File: config.mk
export PLATFORM = sky130hd
export DESIGN_NAME = parallel_to_series_fsk
export DESIGN_NICKNAME = d
export VERILOG_FILES = /design/src/rtl/parallel_to_series_fsk.sv
export SDC_FILE = /design/constraint.sdc
export NUM_CORES = 1
export LEC_CHECK = 0
export CORE_ASPECT_RATIO = 0.5
export CORE_UTILIZATION = 45
export CTS_CLUSTER_SIZE = 28
export DETAILED_ROUTE_END_ITERATION = 16
export DONT_BUFFER_PORTS = 1
export GPL_TIMING_DRIVEN = 0
export PLACE_DENSITY = 0.58
export SLEW_MARGIN = 20
export SYNTH_ARGS = -nofsm -noshare
export SYNTH_HDL_FRONTEND = slang
export SYNTH_SLANG_ARGS = --single-unit
File: constraint.sdc
create_clock -name clk_16 -period 2 [get_ports clk_16]
set_clock_uncertainty 0.1 [all_clocks]
set_input_delay 0.1 -clock clk_16 [delete_from_list [all_inputs] [get_ports clk_16]]
set_output_delay 0.1 -clock clk_16 [all_outputs]
set_load 0.005 [all_outputs]
File: src/rtl/parallel_to_series_fsk.sv
// parallel_to_series_fsk
//   Double-buffered 16-bit parallel-to-serial transmitter. A word is captured
//   into a holding register on an accepted load strobe and moved into the
//   shift register as soon as the shifter is free. Bits leave LSB first, each
//   held for BIT_CYCLES clocks. Back-to-back frames run with no idle gap.
//
//   Optional feature: define FSK_TX_PREAMBLE_EN to precede every frame with
//   the sync pattern 1,0,1,0 (BIT_CYCLES clocks per sync bit, state PRE).
//
// Parameters
//   BIT_CYCLES   clk_16 cycles per bit (1..16)
//   IDLE_LEVEL   sig_send level between frames
// Ports
//   clk_16       clock, all state on rising edge
//   reset        asynchronous, active-high
//   sig_par      parallel word, sampled only on an accepted load
//   trans_enable load strobe
//   sig_send     registered serial data, LSB first
//   busy         high while a frame (preamble or data) is on sig_send
//   ready        high when the holding register is empty
//   frame_done   one-cycle pulse after the last bit period of a frame
//   overrun      sticky: a load arrived while the holding register was full
module parallel_to_series_fsk #(
  parameter int   BIT_CYCLES = 1,
  parameter logic IDLE_LEVEL = 1'b0
) (
  input  logic        clk_16,
  input  logic        reset,
  input  logic [15:0] sig_par,
  input  logic        trans_enable,
  output logic        sig_send,
  output logic        busy,
  output logic        ready,
  output logic        frame_done,
  output logic        overrun
);

  localparam int             CW   = $clog2(BIT_CYCLES + 1);
  localparam logic [CW-1:0]  LAST = CW'(BIT_CYCLES - 1);

  typedef enum logic [1:0] {
    S_IDLE  = 2'd0,
    S_SHIFT = 2'd1
`ifdef FSK_TX_PREAMBLE_EN
    ,
    S_PRE   = 2'd2
`endif
  } state_t;

  state_t        state;
  logic [15:0]   hold;
  logic [15:0]   shifter;
  logic [CW-1:0] bit_cnt;
  logic [3:0]    bit_idx;
`ifdef FSK_TX_PREAMBLE_EN
  logic [1:0]    pre_idx;
`endif

  // Final clock of bit 15: the shifter becomes free on the next edge.
  logic frame_end;
  assign frame_end = (state == S_SHIFT) && (bit_cnt == LAST) && (bit_idx == 4'd15);

  always_ff @(posedge clk_16 or posedge reset) begin
    if (reset) begin
      state      <= S_IDLE;
      hold       <= '0;
      shifter    <= '0;
      bit_cnt    <= '0;
      bit_idx    <= '0;
`ifdef FSK_TX_PREAMBLE_EN
      pre_idx    <= '0;
`endif
      sig_send   <= IDLE_LEVEL;
      busy       <= 1'b0;
      ready      <= 1'b1;
      frame_done <= 1'b0;
      overrun    <= 1'b0;
    end else begin
      frame_done <= 1'b0;

      // Load side. ready is registered, so a load on the same edge the hold
      // word moves to the shifter still sees ready=0 and counts as overrun.
      if (trans_enable) begin
        if (ready) begin
          hold  <= sig_par;
          ready <= 1'b0;
        end else begin
          overrun <= 1'b1;
        end
      end

      if (state == S_IDLE || frame_end) begin
        if (frame_end) frame_done <= 1'b1;
        bit_cnt <= '0;
        if (!ready) begin
          // Hold valid: start the next frame with no gap.
          shifter <= hold;
          ready   <= 1'b1;
          busy    <= 1'b1;
          bit_idx <= '0;
`ifdef FSK_TX_PREAMBLE_EN
          state    <= S_PRE;
          pre_idx  <= '0;
          sig_send <= 1'b1;
`else
          state    <= S_SHIFT;
          sig_send <= hold[0];
`endif
        end else begin
          state    <= S_IDLE;
          busy     <= 1'b0;
          sig_send <= IDLE_LEVEL;
        end
      end else if (bit_cnt != LAST) begin
        bit_cnt <= bit_cnt + CW'(1);
      end else begin
        bit_cnt <= '0;
`ifdef FSK_TX_PREAMBLE_EN
        if (state == S_PRE) begin
          if (pre_idx == 2'd3) begin
            state    <= S_SHIFT;
            sig_send <= shifter[0];
          end else begin
            pre_idx  <= pre_idx + 2'd1;
            // Sync bit k is ~k[0]; next one is therefore the current pre_idx[0].
            sig_send <= pre_idx[0];
          end
        end else begin
          bit_idx  <= bit_idx + 4'd1;
          shifter  <= {1'b0, shifter[15:1]};
          sig_send <= shifter[1];
        end
`else
        bit_idx  <= bit_idx + 4'd1;
        shifter  <= {1'b0, shifter[15:1]};
        sig_send <= shifter[1];
`endif
      end
    end
  end

endmodule

; ---- After elaboration in Yosys (flattened, before gate mapping)
; Index checks and enable logic that the tools add are counted.
[classes]
n_addsub = 2
multipliers = 0
div_mod_pow = 0
n_lt_le_gt_ge = 0
n_eq_ne = 4
n_shift = 0
mux = 18
bitwise = 2
reduce_logical = 7
[op_table]
columns = op, count
row1 = 16-bit 2-to-1 mux, 3
row2 = 1-bit 2-to-1 mux, 12
row3 = 4-bit 2-to-1 mux, 3
row4 = 2-bit AND reduction, 3
row5 = "4-bit by 1-bit adder with 4-bit output, second input constant", 1
row6 = "4-bit equality test, second input constant", 1
row7 = "2-bit by 1-bit equality test with 1-bit output, second input constant", 1
row8 = 1-bit logical AND, 2
row9 = 2-bit logical NOT, 1
row10 = "2-bit by 1-bit inequality test with 1-bit output, second input constant", 1
row11 = "2-bit inequality test, second input constant", 1
row12 = 1-bit inverter, 2
row13 = "1-bit adder, second input constant", 1
row14 = 1-bit logical OR, 1
[word_totals]
ff_bits = 44
latchBits = 0
ramBits = 0
romBits = 0
inputBits = 19
output_inout_bits = 5
elab_cells = 43
memories = 0

; ---- Logic depth before layout (Yosys ltp)
[logic_depth]
depth_word = 6
ltp_mapped = 5
ltp_nobuf = 4

; ---- Least setup slack after synthesis
; Ideal clock, no wire load.
[synth_timing]
path_type = reg-to-reg
start = reg bit_idx[0]
end = reg shifter[10]
setup_ns = 0.125
arrival_time_ns = 1.357
t_required_ns = 1.775
path_slack_ns = 0.418
stages_incl_launch_ff = 6
path_buffers = 1
synth_period_minus_slack_ns = 1.582
cell_sequence = dfrtp_1 -> ha_1 -> nand3_2 -> nand2_4 -> buf_12 -> mux2_4
[synth_between]
elab_chain_len = 5
elab_cells_between_ends = 7
cone_classes = eq/ne: 3 / mux: 1 / reduce/logical: 3
[synth_lines]
columns = element, line
row1 = start: declaration, 54  ; logic [3:0] bit_idx;
row2 = start signal: assignment, 134  ; bit_idx <= bit_idx + 4'd1;
row3 = 4-bit equality test (*), 61  ; assign frame_end = (state == S_SHIFT) && (bit_cnt == LAST) && (bit_idx == 4'd15);
row4 = 1-bit logical AND (*), 61
row5 = 1-bit logical OR (*), 92  ; if (state == S_IDLE || frame_end) begin
row6 = 2-bit by 1-bit inequality test with 1-bit output (no source line) / 2-bit inequality test (equally long branches), n/a
row7 = 2-bit AND reduction (no source line), n/a
row8 = end signal: assignment, 97  ; shifter <= hold;
row9 = end signal: assignment, 135  ; shifter <= {1'b0, shifter[15:1]};
row10 = end: declaration, 52  ; logic [15:0] shifter;
; Every way passes the cells marked *; elsewhere a longest branch is shown, timed or not.
; A chain may end at the register's enable or synchronous reset.

; ---- Worst setup path in the final report
[layout_timing]
start = reg bit_idx[0]
end = reg shifter[9]
; The elaborated chain is that of the path after synthesis.

==> flow_metrics.py <==
metrics = {
    "outcome": {
        "status": "finished clean",
    },
    "timing": {
        "rsz0062_at_grt": "no",
        "whs_ps": 79.6,
        "slew_viol_final": 0,
        "tns_ps": 0,
        "fin_crit_ps": 1740,
        "fin_crit_sh_pct": 86.9,
        "relSlewSlack_pct": 79.0,
        "max_freq_ghz": 0.576,
        "hold_violations": 0,
        "worst_pin_slew_ps": 315,
        "finalSetupViolations": 0,
    },
    "drt": {
        "vias_per_cell": 4.95,
        "dr.pass1.iters": 3,
        "initialDrtViolationCount": 17,
        "postRouteAntennaNets": 0,
        "wl_um": 3060,
        "wl_per_cell_um": 15.3,
        "vias": 990,
        "drcViolationCount": 0,
    },
    "layout": {
        "post-route-cell-area_sq_um": 2250,
        "nNetsFinal": 165,
        "antennaDiodeCount": 0,
        "final_util_pct": 57.4,
        "area_delta_synth_final_pct": 21.2,
        "drive_above_1_share_pct": 43.8,
    },
    "grt": {
        "grt_max_degree": 30,
        "antenna_found_initial": 0,
        "grt_usage_pct": 16.5,
        "grt_first_pass_wirelength_um": 5090,
        "grt_pass1_vias": 1037,
        "grt_overflow": 0,
    },
    "setup_path": {
        "cp.required_ps": 2080,
        "cp_data_arrival_time_ps": 1810,
        "end_kind": "register",
        "critPathMaxFanout": 10,
        "start_kind": "register",
        "critPathSlowestCell": "dfrtp_1",
        "cp_slowest_stage_delay_ps": 410,
        "path_cells": "ha_1, nand3_2, nand2_4, buf_12, mux2_4",
        "criticalPathCategory": "reg2reg",
    },
    "floorplan": {
        "pin_count": 24,
        "core-area_sq_um": 3920,
        "die_x_um": 92.9,
        "start_util_pct": 47.4,
        "die_area_sq_um": 4410,
        "rows": 16,
        "die_h_um": 47.5,
    },
    "clocking": {
        "clockBufferDepth": 2,
        "cts_num_sinks": 40,
        "insertion_delay_ps": 290,
        "holdBufCountCts": 18,
        "cts.clk_slew.worst_paths_ps": 80,
        "cts_tree": "yes",
        "cts_root_buf": "clkbuf_8",
        "cts_setup_buffers": 0,
        "numCtsBuffers": 5,
        "cts.repair.resized": 0,
        "htreeDepth": 2,
    },
    "placed_design": {
        "dpl-instance-area_sq_um": 1950,
        "dp_hpwl_um": 1970,
        "globalplace.congestion": 0.773,
        "io_buffers": 0,
    },
    "power_and_ir_drop": {
        "p_per_area_nw_per_um2": 1470,
        "leakage_nw": 1.02,
        "vdd_drop_max_v": 0.000527,
    },
    "run": {
        "cap_violations": 0,
    },
    "synth": {
        "syn-cell-area_sq_um": 1860,
        "ys_warn_count": 0,
        "ys_ff_latch": 40,
        "avgSynthCellArea_sq_um": 15.6,
        "yosysSeqAreaShare_pct": 53.9,
        "syn_nets": 139,
        "syn_inst": 119,
        "synth_cell_type_count": 24,
    },
    "min_path": {
        "hp-class": "in2reg",
    },
}
==> synth_stat cells <==
library cell  count  area (sq um)
a21o_1            1          7.51
a21oi_1           2          10.0
buf_12            2          40.0
buf_4             1          7.51
buf_6             2          22.5
dfrtp_1          39           976
dfstp_2           1          26.3
ha_1              1          12.5
inv_1             5          18.8
mux2_2           21           236
mux2_4           24           360
mux2i_1           3          30.0
nand2_1           4          15.0
nand2_2           1          6.26
nand2_4           1          11.3
nand3_1           1          5.00
nand3_2           1          10.0
nand4_1           1          6.26
nor2b_1           2          12.5
nor3_1            1          5.00
o211ai_1          2          15.0
o21a_1            1          7.51
o32ai_1           1          8.76
xnor2_1           1          8.76
==> worst paths after layout <==
check,startpoint,endpoint,slack (ps),depth (start not counted)
worst max register to register,bit_idx[0],shifter[9],260,5
worst min register to register,hold[0],hold[0],400,1
worst max-delay path,bit_idx[0],shifter[9],260,5
worst min-delay path,trans_enable,hold[8],80,2
min in group asynchronous,reset,hold[4],110,2
max in group asynchronous,reset,ready,1170,3
==> worst max-delay path: cells and delay by family (launching register included) <==
| kind | cells | cell delay, ps |
|---|---|---|
| DFF | 1 | 410 |
| and+or+nand+nor | 2 | 340 |
| adders and majority gates | 1 | 300 |
| muxes | 1 | 300 |
| buffers and inverters | 1 | 170 |
==> cell type report <==
| cell class | count | area [sq um] |
|---|---|---|
| buffer | 5 | 70.1 |
| timing repair buffer | 19 | 200 |
| multi-input combinational | 69 | 768 |
| clock buffer | 7 | 96.3 |
| fill | 334 | 1670 |
| sequential | 40 | 1000 |
| clock inverter | 1 | 30.0 |
| inverter | 5 | 18.8 |
| tap | 54 | 67.6 |
==> report_power, final <==
part	internal [mW]	switching, mW	leakage (nW)	total, mW
sequential	1.16	0.210	0.490	1.37
combinational	0.820	0.416	0.460	1.24
clock	0.440	0.278	0.0645	0.719
==> layer usage <==
| layer | wire length, um | share of wire, % | up-vias | track usage, % |
|---|---|---|---|---|
| met5 | 0 | 0 | - | 0 |
| met4 | 21 | 0.69 | 0 | 4.92 |
| met3 | 110 | 3.6 | 4 | 7.30 |
| met2 | 1390 | 45 | 12 | 26.2 |
| met1 | 1540 | 50 | 506 | 21.3 |
| li1 | - | - | 468 | - |
==> metrics by stage <==
stage,setup slack (ps),cells,power [mW]
2_1_floorplan,418,119,2.40
3_3_place_gp,276,173,2.56
3_5_place_dp,278,174,2.60
4_1_cts,269,200,3.36
5_1_grt,146,200,3.55
6_report,263,200,3.32
==> sequential cells by signal, indices dropped and copies added, names as in the netlist <==
name and cells:
overrun 1, frame_done 1, bit_idx 4, hold 16, ready 1, busy 1, shifter 15, sig_send 1
==> layout by cell type, fill, tap and decap left out, types with 2 or more instances in the layout <==
cell type      count
nand2_1            4
mux2i_1            3
dfrtp_1           39
o211ai_1           2
inv_1              4
buf_12             3
mux2_4            24
clkbuf_8           7
buf_6              2
a21oi_1            2
mux2_2            21
nor2b_1            2
dlygate4sd3_1     18
==> kinds of logic (layout without fill, tap and decap cells) <==
kind of cell             Yosys count  after routing  synth area share, %
flip-flops                        40             40                 53.9
buffers and inverters             10             37                 4.78
multiplexers                      48             48                 33.7
adder cells (fa/ha/maj)            1              1                0.673
XOR/XNOR                           1              1                0.471
AND/OR/NAND/NOR                   12             12                 3.84
AO/OA/AOI/OAI                      7              7                 2.62
No activity file was read; power rests on OpenSTA's default activity.
